<file path="src/rtl/subtractor_pkg.sv">
// Shared types for the bit-serial subtractor: FSM encoding and counter sizing.
package subtractor_pkg;

  typedef enum logic [1:0] {
    SUB_IDLE = 2'd0,
    SUB_CALC = 2'd1,
    SUB_DONE = 2'd2
  } sub_state_e;

  // Bit counter only has to reach width-1; never narrower than one bit.
  function automatic int cnt_width(input int w);
    return (w > 2) ? $clog2(w) : 1;
  endfunction

endpackage

</file>
<file path="src/rtl/subtractor_1bit_full.sv">
// 1-bit full subtractor: diff = a - b - borrow, with borrow-out.
module subtractor_1bit_full (
  input  logic i_num_a,
  input  logic i_num_b,
  input  logic i_brw,
  output logic o_res,
  output logic o_brw
);

  assign o_res = i_num_a ^ i_num_b ^ i_brw;
  assign o_brw = (~i_num_a & i_num_b) | (~(i_num_a ^ i_num_b) & i_brw);

endmodule

</file>
<file path="src/rtl/subtractor_nbit_serial.sv">
// Bit-serial N-bit subtractor, LSB first, valid/ready on both sides.
// Optional result flags (o_zro, o_ovf) are built when
// SUBTRACTOR_NBIT_SERIAL_FLAG_EN is defined.
module subtractor_nbit_serial
  import subtractor_pkg::*;
#(
  parameter int DATA_WIDTH = 32
) (
  input  logic                  i_clk,
  input  logic                  i_rst,
  input  logic                  i_vld,
  output logic                  o_rdy,
  input  logic [DATA_WIDTH-1:0] i_num_a,
  input  logic [DATA_WIDTH-1:0] i_num_b,
  input  logic                  i_brw,
  output logic                  o_vld,
  input  logic                  i_rdy,
  output logic [DATA_WIDTH-1:0] o_res,
  output logic                  o_brw
`ifdef SUBTRACTOR_NBIT_SERIAL_FLAG_EN
  ,
  output logic                  o_zro,
  output logic                  o_ovf
`endif
);

  localparam int            CW       = cnt_width(DATA_WIDTH);
  localparam logic [CW-1:0] CNT_LAST = CW'(DATA_WIDTH - 1);

  sub_state_e            state, state_nxt;
  logic [DATA_WIDTH-1:0] a_q, b_q, res_q;
  logic                  brw_q;
  logic [CW-1:0]         cnt_q;
  logic                  d_bit, d_brw;
  logic                  accept, calc_last;

  assign accept    = (state == SUB_IDLE) && i_vld;
  assign calc_last = (state == SUB_CALC) && (cnt_q == CNT_LAST);

  subtractor_1bit_full u_fs (
    .i_num_a (a_q[0]),
    .i_num_b (b_q[0]),
    .i_brw   (brw_q),
    .o_res   (d_bit),
    .o_brw   (d_brw)
  );

  // State register.
  always_ff @(posedge i_clk) begin
    if (i_rst) state <= SUB_IDLE;
    else       state <= state_nxt;
  end

  // Next-state: accept -> N shift cycles -> hold result until taken.
  always_comb begin
    state_nxt = state;
    case (state)
      SUB_IDLE: if (i_vld)     state_nxt = SUB_CALC;
      SUB_CALC: if (calc_last) state_nxt = SUB_DONE;
      SUB_DONE: if (i_rdy)     state_nxt = SUB_IDLE;
      default:                 state_nxt = SUB_IDLE;
    endcase
  end

  // Operand/result shift registers, borrow flop and bit counter.
  always_ff @(posedge i_clk) begin
    if (i_rst) begin
      a_q   <= '0;
      b_q   <= '0;
      res_q <= '0;
      brw_q <= 1'b0;
      cnt_q <= '0;
    end else if (accept) begin
      a_q   <= i_num_a;
      b_q   <= i_num_b;
      brw_q <= i_brw;
      cnt_q <= '0;
    end else if (state == SUB_CALC) begin
      a_q   <= {1'b0, a_q[DATA_WIDTH-1:1]};
      b_q   <= {1'b0, b_q[DATA_WIDTH-1:1]};
      res_q <= {d_bit, res_q[DATA_WIDTH-1:1]};
      brw_q <= d_brw;
      if (!calc_last) cnt_q <= cnt_q + 1'b1;
    end
  end

  assign o_rdy = (state == SUB_IDLE);
  assign o_vld = (state == SUB_DONE);
  assign o_res = res_q;
  assign o_brw = brw_q;

`ifdef SUBTRACTOR_NBIT_SERIAL_FLAG_EN
  logic a_msb_q, b_msb_q, zro_q, ovf_q;

  // Operand MSBs are lost to shifting, so keep them for the overflow flag;
  // flags are captured with the final difference bit.
  always_ff @(posedge i_clk) begin
    if (i_rst) begin
      a_msb_q <= 1'b0;
      b_msb_q <= 1'b0;
      zro_q   <= 1'b0;
      ovf_q   <= 1'b0;
    end else if (accept) begin
      a_msb_q <= i_num_a[DATA_WIDTH-1];
      b_msb_q <= i_num_b[DATA_WIDTH-1];
    end else if (calc_last) begin
      zro_q <= ({d_bit, res_q[DATA_WIDTH-1:1]} == '0);
      ovf_q <= (a_msb_q != b_msb_q) && (d_bit != a_msb_q);
    end
  end

  assign o_zro = zro_q;
  assign o_ovf = ovf_q;
`endif

endmodule

</file>
<file path="config.mk">
export PLATFORM = sky130hd
export DESIGN_NAME = subtractor_nbit_serial
export DESIGN_NICKNAME = d
export VERILOG_FILES = /design/src/rtl/subtractor_pkg.sv /design/src/rtl/subtractor_1bit_full.sv /design/src/rtl/subtractor_nbit_serial.sv
export SDC_FILE = /design/constraint.sdc
export NUM_CORES = 1
export LEC_CHECK = 0
export ABC_AREA = 1
export BUFFER_PORTS_ARGS = -buffer_cell sky130_fd_sc_hd__buf_2
export CORE_MARGIN = 2
export CORE_UTILIZATION = 58
export CTS_CLUSTER_DIAMETER = 150
export DETAILED_ROUTE_END_ITERATION = 6
export PLACE_DENSITY_LB_ADDON = 0.08
export SYNTH_ARGS = -nofsm -noshare
export SYNTH_HDL_FRONTEND = slang
export SYNTH_SLANG_ARGS = --single-unit
</file>
<file path="constraint.sdc">
create_clock -name i_clk -period 2.3 [get_ports i_clk]
set_input_delay 0.115 -clock i_clk [delete_from_list [all_inputs] [get_ports i_clk]]
set_output_delay 0.115 -clock i_clk [all_outputs]
set_load 0.01 [all_outputs]
</file>
==> metrics.csv, run 1 <==
stage;metric;value;unit
yosys;#FFs+latches synth;104;
worst_hold_path;Worst Hold Depth;5;
clocking;latest clock arrival within the worst-skew pair;0.36;ns
yosys;Main synth FF type;dfxtp_1;
floorplanning;core area;7767;um2
global_routing;initial antenna violation count;0;
clocking;PostCTS Resize Cnt;0;
yosys;Mapped Area;4691;um2
drt;Starting DRT DRC Count;183;
timing;worst hold slack;0.06790;ns
status;status;complete, no violations;
worst_hold_path;Hold/Removal Path Class;in2reg;
floorplanning;full die area;8823;um2
yosys;Cell variety after synth;18;
critical_path;dominant cell type by count on the critical path;nor2_1;
drt;antenna-violating nets left;0;
final_layout;filler instances;723;
clocking;clock sink total;104;
yosys;largest area contributor in the netlist;dfxtp_1;
floorplanning;FP Rows;32;
place;placed cell area;5225;um2
floorplanning;Initial Utilization;0.6039;
place;HPWL Detailed;6.520;mm
critical_path;Crit Path Category;reg2reg;
global_routing;remaining global-route overflow;0;
global_routing;largest net degree at the start of global routing;68;
timing;Final Hold Fails;0;
yosys;Synth top area share;0.4439;
critical_path;cells along the critical path;o21ai_4, buf_4, nand2_1, inv_1, nor2_1, nor2_1;
clocking;CTS Buf Count;9;
critical_path;R2R setup slack;0.49;ns
yosys;sequential element share of the synthesized area;0.4439;
critical_path;Slowest-stage cell, CP;o21ai_4;
clocking;TritonCTS clock tree;done;
critical_path;Critical Path RT;2.59;ns
timing;Pins Over Slew Limit;0;
yosys;Post-synth EDFFs;0;
final_layout;share of cells above drive strength 1;0.1610;
final_layout;Ant. Diodes;0;
clocking;Clock Tree Root;clkbuf_8;
global_routing;Tot GR Track Use;0.2358;
pwr;Power Dens Cells;673.9;nW/um2
yosys;Synth top cells by count;nand2_1 (207), nor2_1 (196), dfxtp_1 (104);
pwr;Overall Power;3.664;mW
clocking;H-tree depth;3;
drt;First-pass DRT Iterations;5;
worst_hold_path;worst hold path endpoint;a_q[8];
timing;RSZ-0062 raised after global routing;false;
timing;final setup violation count;0;
pwr;total leakage power;3.109;nW
place;count of input and output buffers;103;
critical_path;crit end category;register;
yosys;asr flop ratio synth;0;
final_layout;Final nets;893;
yosys;syn_area_per_cell;6.347;um2
critical_path;reg-to-reg endpoint;b_q[6];
timing;Worst Tran Pin Value;0.9281;ns
critical_path;Worst Path Arrival;2.10;ns
yosys;syn_nets;811;
drt;Routed WL per cell;10.87;um
global_routing;first-pass GRT wire length;17.09;mm
timing;clk_skew;0.008561;ns
yosys;count leader, synth;nand2_1;
drt;via/cell ratio;4.871;
critical_path;Max stage delay on crit path;0.78;ns
timing;crit share post-route;0.7865;
clocking;CTS clock-pin slew for the worst setup and hold paths;0.10;ns
final_layout;final design utilization;0.6999;
yosys;top cells by area, synth;dfxtp_1 (44%), nand2_1 (17%), nor2_1 (16%);
critical_path;crit start category;register;
critical_path;Worst Reg-to-Reg Cells;6;
pwr;Max VDD drop;413.0;uV
timing;Max-slew headroom;0.3789;
clocking;clock buffer depth;2;
place;Placer Congestion;0.7471;
worst_hold_path;HP Start;i_num_a[8];
global_routing;number of global-route vias before repair;4056;
critical_path;RR Startpoint;state[0];
critical_path;critical path fanouts, max;35;
floorplanning;IO Pins;104;
yosys;Synth Instances;739;
final_layout;Syn-to-layout area delta;15.90;%
floorplanning;Die W;93.93;um
drt;# DRC;0;
timing;Final Critical Period;1.809;ns
flow_run;MaxCap Viol Count;0;
yosys;synth warn;0;
drt;via total after detailed routing;4520;
timing;Post-Route Setup TNS;0;ns
timing;fmax;0.5528;GHz
drt;Routed WL;10.09;mm
floorplanning;Die Height;93.93;um
final_layout;design area;5436;um2
## stage by stage
step	cells	worst slack, ns
2_1_floorplan	739	0.8334
3_3_place_gp	909	0.5512
3_5_place_dp	909	0.4880
4_1_cts	928	0.4685
5_1_grt	928	0.3285
6_report	928	0.4911
## worst max-delay path by stage
stage	start	to	cells past startpoint	slack, ns
after global placement	state[0]	b_q[0]	6	0.55
after CTS	state[0]	b_q[6]	6	0.47
final	state[0]	b_q[6]	6	0.49
after floorplan	cnt_q[0]	cnt_q[2]	7	0.83
after global routing	state[0]	b_q[28]	6	0.33
after detailed placement	state[0]	b_q[6]	6	0.49
## worst max-delay path, delay by kind of cell, from the launching register on
| kind | cells | cell delay (ns) |
|---|---|---|
| AO/OA/AOI/OAI | 1 | 0.78 |
| buffers and inverters | 2 | 0.37 |
| flip-flops | 1 | 0.41 |
| AND/OR/NAND/NOR | 3 | 0.18 |
## power breakdown
group          internal [mW]  switching [mW]  total (mW)
combinational          0.239           0.371       0.610
clock                  0.427           0.624        1.05
sequential              1.93          0.0748        2.00
## cell type report
| class | count | area (um2) | area share |
|---|---|---|---|
| Clock buffer | 10 | 137.6 | 0.02532 |
| Multi-Input combinational cell | 516 | 2135 | 0.3926 |
| Clock inverter | 6 | 43.79 | 0.008055 |
| Inverter | 74 | 277.8 | 0.05109 |
| Tap cell | 102 | 127.6 | 0.02348 |
| Timing Repair Buffer | 116 | 633.1 | 0.1165 |
| Sequential cell | 104 | 2082 | 0.3830 |
## layer usage
metal,routed length [um],vias to the layer above,track usage,share of wire
li1,-,2385,-,-
met1,4566,2054,0.2734,0.45
met5,0,-,0,0
met2,4992,77,0.4363,0.49
met4,42,0,0.04348,0.0042
met3,490,4,0.06340,0.049
## sequential cells by signal, indices dropped and copies added (netlist names)
register,count
o_res,32
o_brw,1
b_q,32
a_q,32
state,2
cnt_q,5
## cell usage in the layout, fill, tap and decap left out
master / instances
nor2_1: 195
clkinv_2: 2
buf_12: 1
inv_2: 1
fa_1: 1
o21ai_0: 32
ha_1: 2
clkbuf_8: 10
dlygate4sd3_1: 3
inv_1: 73
and3_1: 1
clkinv_4: 2
inv_6: 1
o21ai_4: 1
nor2_4: 2
buf_2: 103
buf_4: 9
nand3_1: 66
a21oi_1: 9
dfxtp_1: 104
clkinvlp_4: 1
nand2_1: 207
## cell families after synthesis
kind of cell             share of synthesized area
AND/OR/NAND/NOR                             0.3956
AO/OA/AOI/OAI                              0.04481
adder cells (fa/ha/maj)                   0.009602
buffers and inverters                       0.1062
flip-flops                                  0.4439
## timing repair
action / in CTS / in global routing
endpoints found under the hold margin: 3 / 0
hold buffers: 3 / 0
buffers inserted: 0 / 0
Power figures use the tool's default switching activity.
==> run 2, diff against run 1 <==
- CORE_UTILIZATION: 58 -> 54
- clock period: 2.3 -> 1.8 ns (I/O delays scaled with it)
==> metrics.csv, run 2 (synthesis gave the netlist of run 1 again) <==
stage;metric;value;unit;change
timing;Final Hold Fails;0;;unchanged
pwr;Power Dens Cells;869.2;nW/um2;+29%
global_routing;number of global-route vias before repair;4171;;+2.8%
critical_path;Worst Path Arrival;1.96;ns;-0.14 ns
final_layout;Reg area;2082;um2;unchanged
clocking;TritonCTS clock tree;done;;
pwr;total leakage power;3.119;nW;+0.34%
floorplanning;IO Pins;104;;unchanged
critical_path;Critical Path RT;2.06;ns;-0.53 ns
timing;RSZ-0062 raised after global routing;false;;
floorplanning;Die W;97.20;um;+3.5%
place;placed cell area;5273;um2;+0.91%
drt;antenna-violating nets left;0;;unchanged
place;HPWL Detailed;6.579;mm;+0.90%
critical_path;crit end category;register;;
drt;via total after detailed routing;4503;;-0.38%
timing;Post-Route Setup TNS;0;ns;unchanged
drt;Routed WL per cell;10.96;um;+0.76%
global_routing;Tot GR Track Use;0.2179;;-0.01792
worst_hold_path;Worst Hold Depth;5;;unchanged
clocking;PostCTS Resize Cnt;0;;unchanged
timing;clk_skew;0.01007;ns;+0.001513 ns
place;Placer Congestion;0.8169;;+9.3%
timing;Final Critical Period;1.699;ns;-0.1095 ns
timing;Max-slew headroom;0.6918;;+0.3129
final_layout;Multi-input gate area;2135;um2;unchanged
floorplanning;Die Height;97.20;um;+3.5%
floorplanning;core area;8551;um2;+10%
clocking;CTS clock-pin slew for the worst setup and hold paths;0.10;ns;about the same
status;status;complete, no violations;;
critical_path;Crit Path Category;reg2reg;;
critical_path;RR Startpoint;cnt_q[0];;
critical_path;crit start category;register;;
drt;Starting DRT DRC Count;146;;-20%
global_routing;remaining global-route overflow;0;;unchanged
clocking;latest clock arrival within the worst-skew pair;0.36;ns;about the same
timing;Pins Over Slew Limit;0;;unchanged
floorplanning;Initial Utilization;0.5486;;-0.05532
drt;# DRC;0;;unchanged
final_layout;Syn-to-layout area delta;16.94;%;
final_layout;design area;5485;um2;+0.90%
worst_hold_path;HP Start;i_num_a[14];;
pwr;Max VDD drop;490.6;uV;+19%
critical_path;R2R setup slack;0.10;ns;-0.39 ns
clocking;clock sink total;104;;unchanged
critical_path;critical path fanouts, max;7;;-80%
drt;via/cell ratio;4.826;;-0.91%
worst_hold_path;Hold/Removal Path Class;in2reg;;
final_layout;most frequent cells in the layout;nand2_1 (207), nor2_1 (195), dfxtp_1 (104);;
global_routing;first-pass GRT wire length;17.68;mm;+3.5%
critical_path;reg-to-reg endpoint;cnt_q[2];;
clocking;clock buffer depth;2;;unchanged
final_layout;most common cell after layout, fill and taps aside;nand2_1;;
timing;worst hold slack;0.05360;ns;-0.01431 ns
global_routing;largest net degree at the start of global routing;61;;-10%
floorplanning;FP Rows;34;;+6.3%
drt;First-pass DRT Iterations;4;;-1
final_layout;filler instances;805;;+11%
critical_path;Worst Reg-to-Reg Cells;7;;+1
place;count of input and output buffers;103;;unchanged
clocking;Clock Tree Root;clkbuf_8;;
worst_hold_path;worst hold path endpoint;a_q[14];;
final_layout;Ant. Diodes;0;;unchanged
floorplanning;full die area;9448;um2;+7.1%
clocking;H-tree depth;3;;unchanged
global_routing;initial antenna violation count;0;;unchanged
drt;Routed WL;10.22;mm;+1.3%
clocking;CTS Buf Count;9;;unchanged
critical_path;Worst Setup SP;cnt_q[0];;
timing;Worst Tran Pin Value;0.4623;ns;-0.4658 ns
timing;crit share post-route;0.9441;;+0.1576
timing;final setup violation count;0;;unchanged
final_layout;Final nets;895;;+0.22%
final_layout;share of cells above drive strength 1;0.1600;;-0.001017
timing;fmax;0.5885;GHz;+6.4%
flow_run;MaxCap Viol Count;0;;unchanged
run 2: changes by cell type in the layout (fill, tap and decap cells not counted), sizes merged:
cell      previous run  this run
clkinvlp             1         2
clkinv               4         0
inv                 75        74
buf                113       115
bufinv               0         1
run 2: power breakdown:
group / internal [mW] / switching (mW) / total (mW) / leakage [nW]
clock network: 0.659 / 0.757 / 1.42 / 0.0863
registers: 2.46 / 0.0944 / 2.56 / 0.855
logic: 0.317 / 0.479 / 0.795 / 2.18
run 2: layout make-up:
cell class | count | area share
multi-input cells | 516 | 0.3891
well taps | 108 | 0.02464
clock inverters | 3 | 0.008212
inverters | 74 | 0.05064
repair buffers | 118 | 0.1227
clock buffers | 10 | 0.02509
flip-flops and latches | 104 | 0.3796
run 2: worst max-delay path by stage:
stage	endpoint	slack (ns)
final	cnt_q[2]	0.10
after global routing	cnt_q[2]	0.04
after CTS	cnt_q[2]	0.12
after detailed placement	cnt_q[2]	0.13
after global placement	cnt_q[2]	0.26
after floorplan	cnt_q[2]	0.33
run 2: critical path, stage by stage (launching register included):
cell and delay, ns:
dfxtp_1 0.33, ha_1 0.23, and3_1 0.20, ha_1 0.21, nor2_1 0.35, nand3_1 0.15
nand2_1 0.10, nor2_1 0.04
run 2: timing repair:
action / CTS / global route
hold endpoints to repair: 3 / 0
buffers inserted: 0 / 0
hold buffers: 3 / 0
run 2: metal layers:
layer	GRT usage	up-vias	part of all wire
li1	-	2393	-
met1	0.2687	2014	0.47
met2	0.3905	87	0.47
met5	0	-	0
met3	0.03669	9	0.044
met4	0.06284	0	0.011
run 2: metrics by stage:
step           std cells  power (mW)  utilization  setup WS [ns]
4_1_cts              933       4.810       0.6415         0.1160
3_3_place_gp         917       3.377       0.6166         0.2566
3_5_place_dp         917       3.404       0.6166         0.1300
2_1_floorplan        739       3.135            -         0.3334
5_1_grt              933       5.017       0.6415        0.03780
6_report             933       4.768       0.6415         0.1006
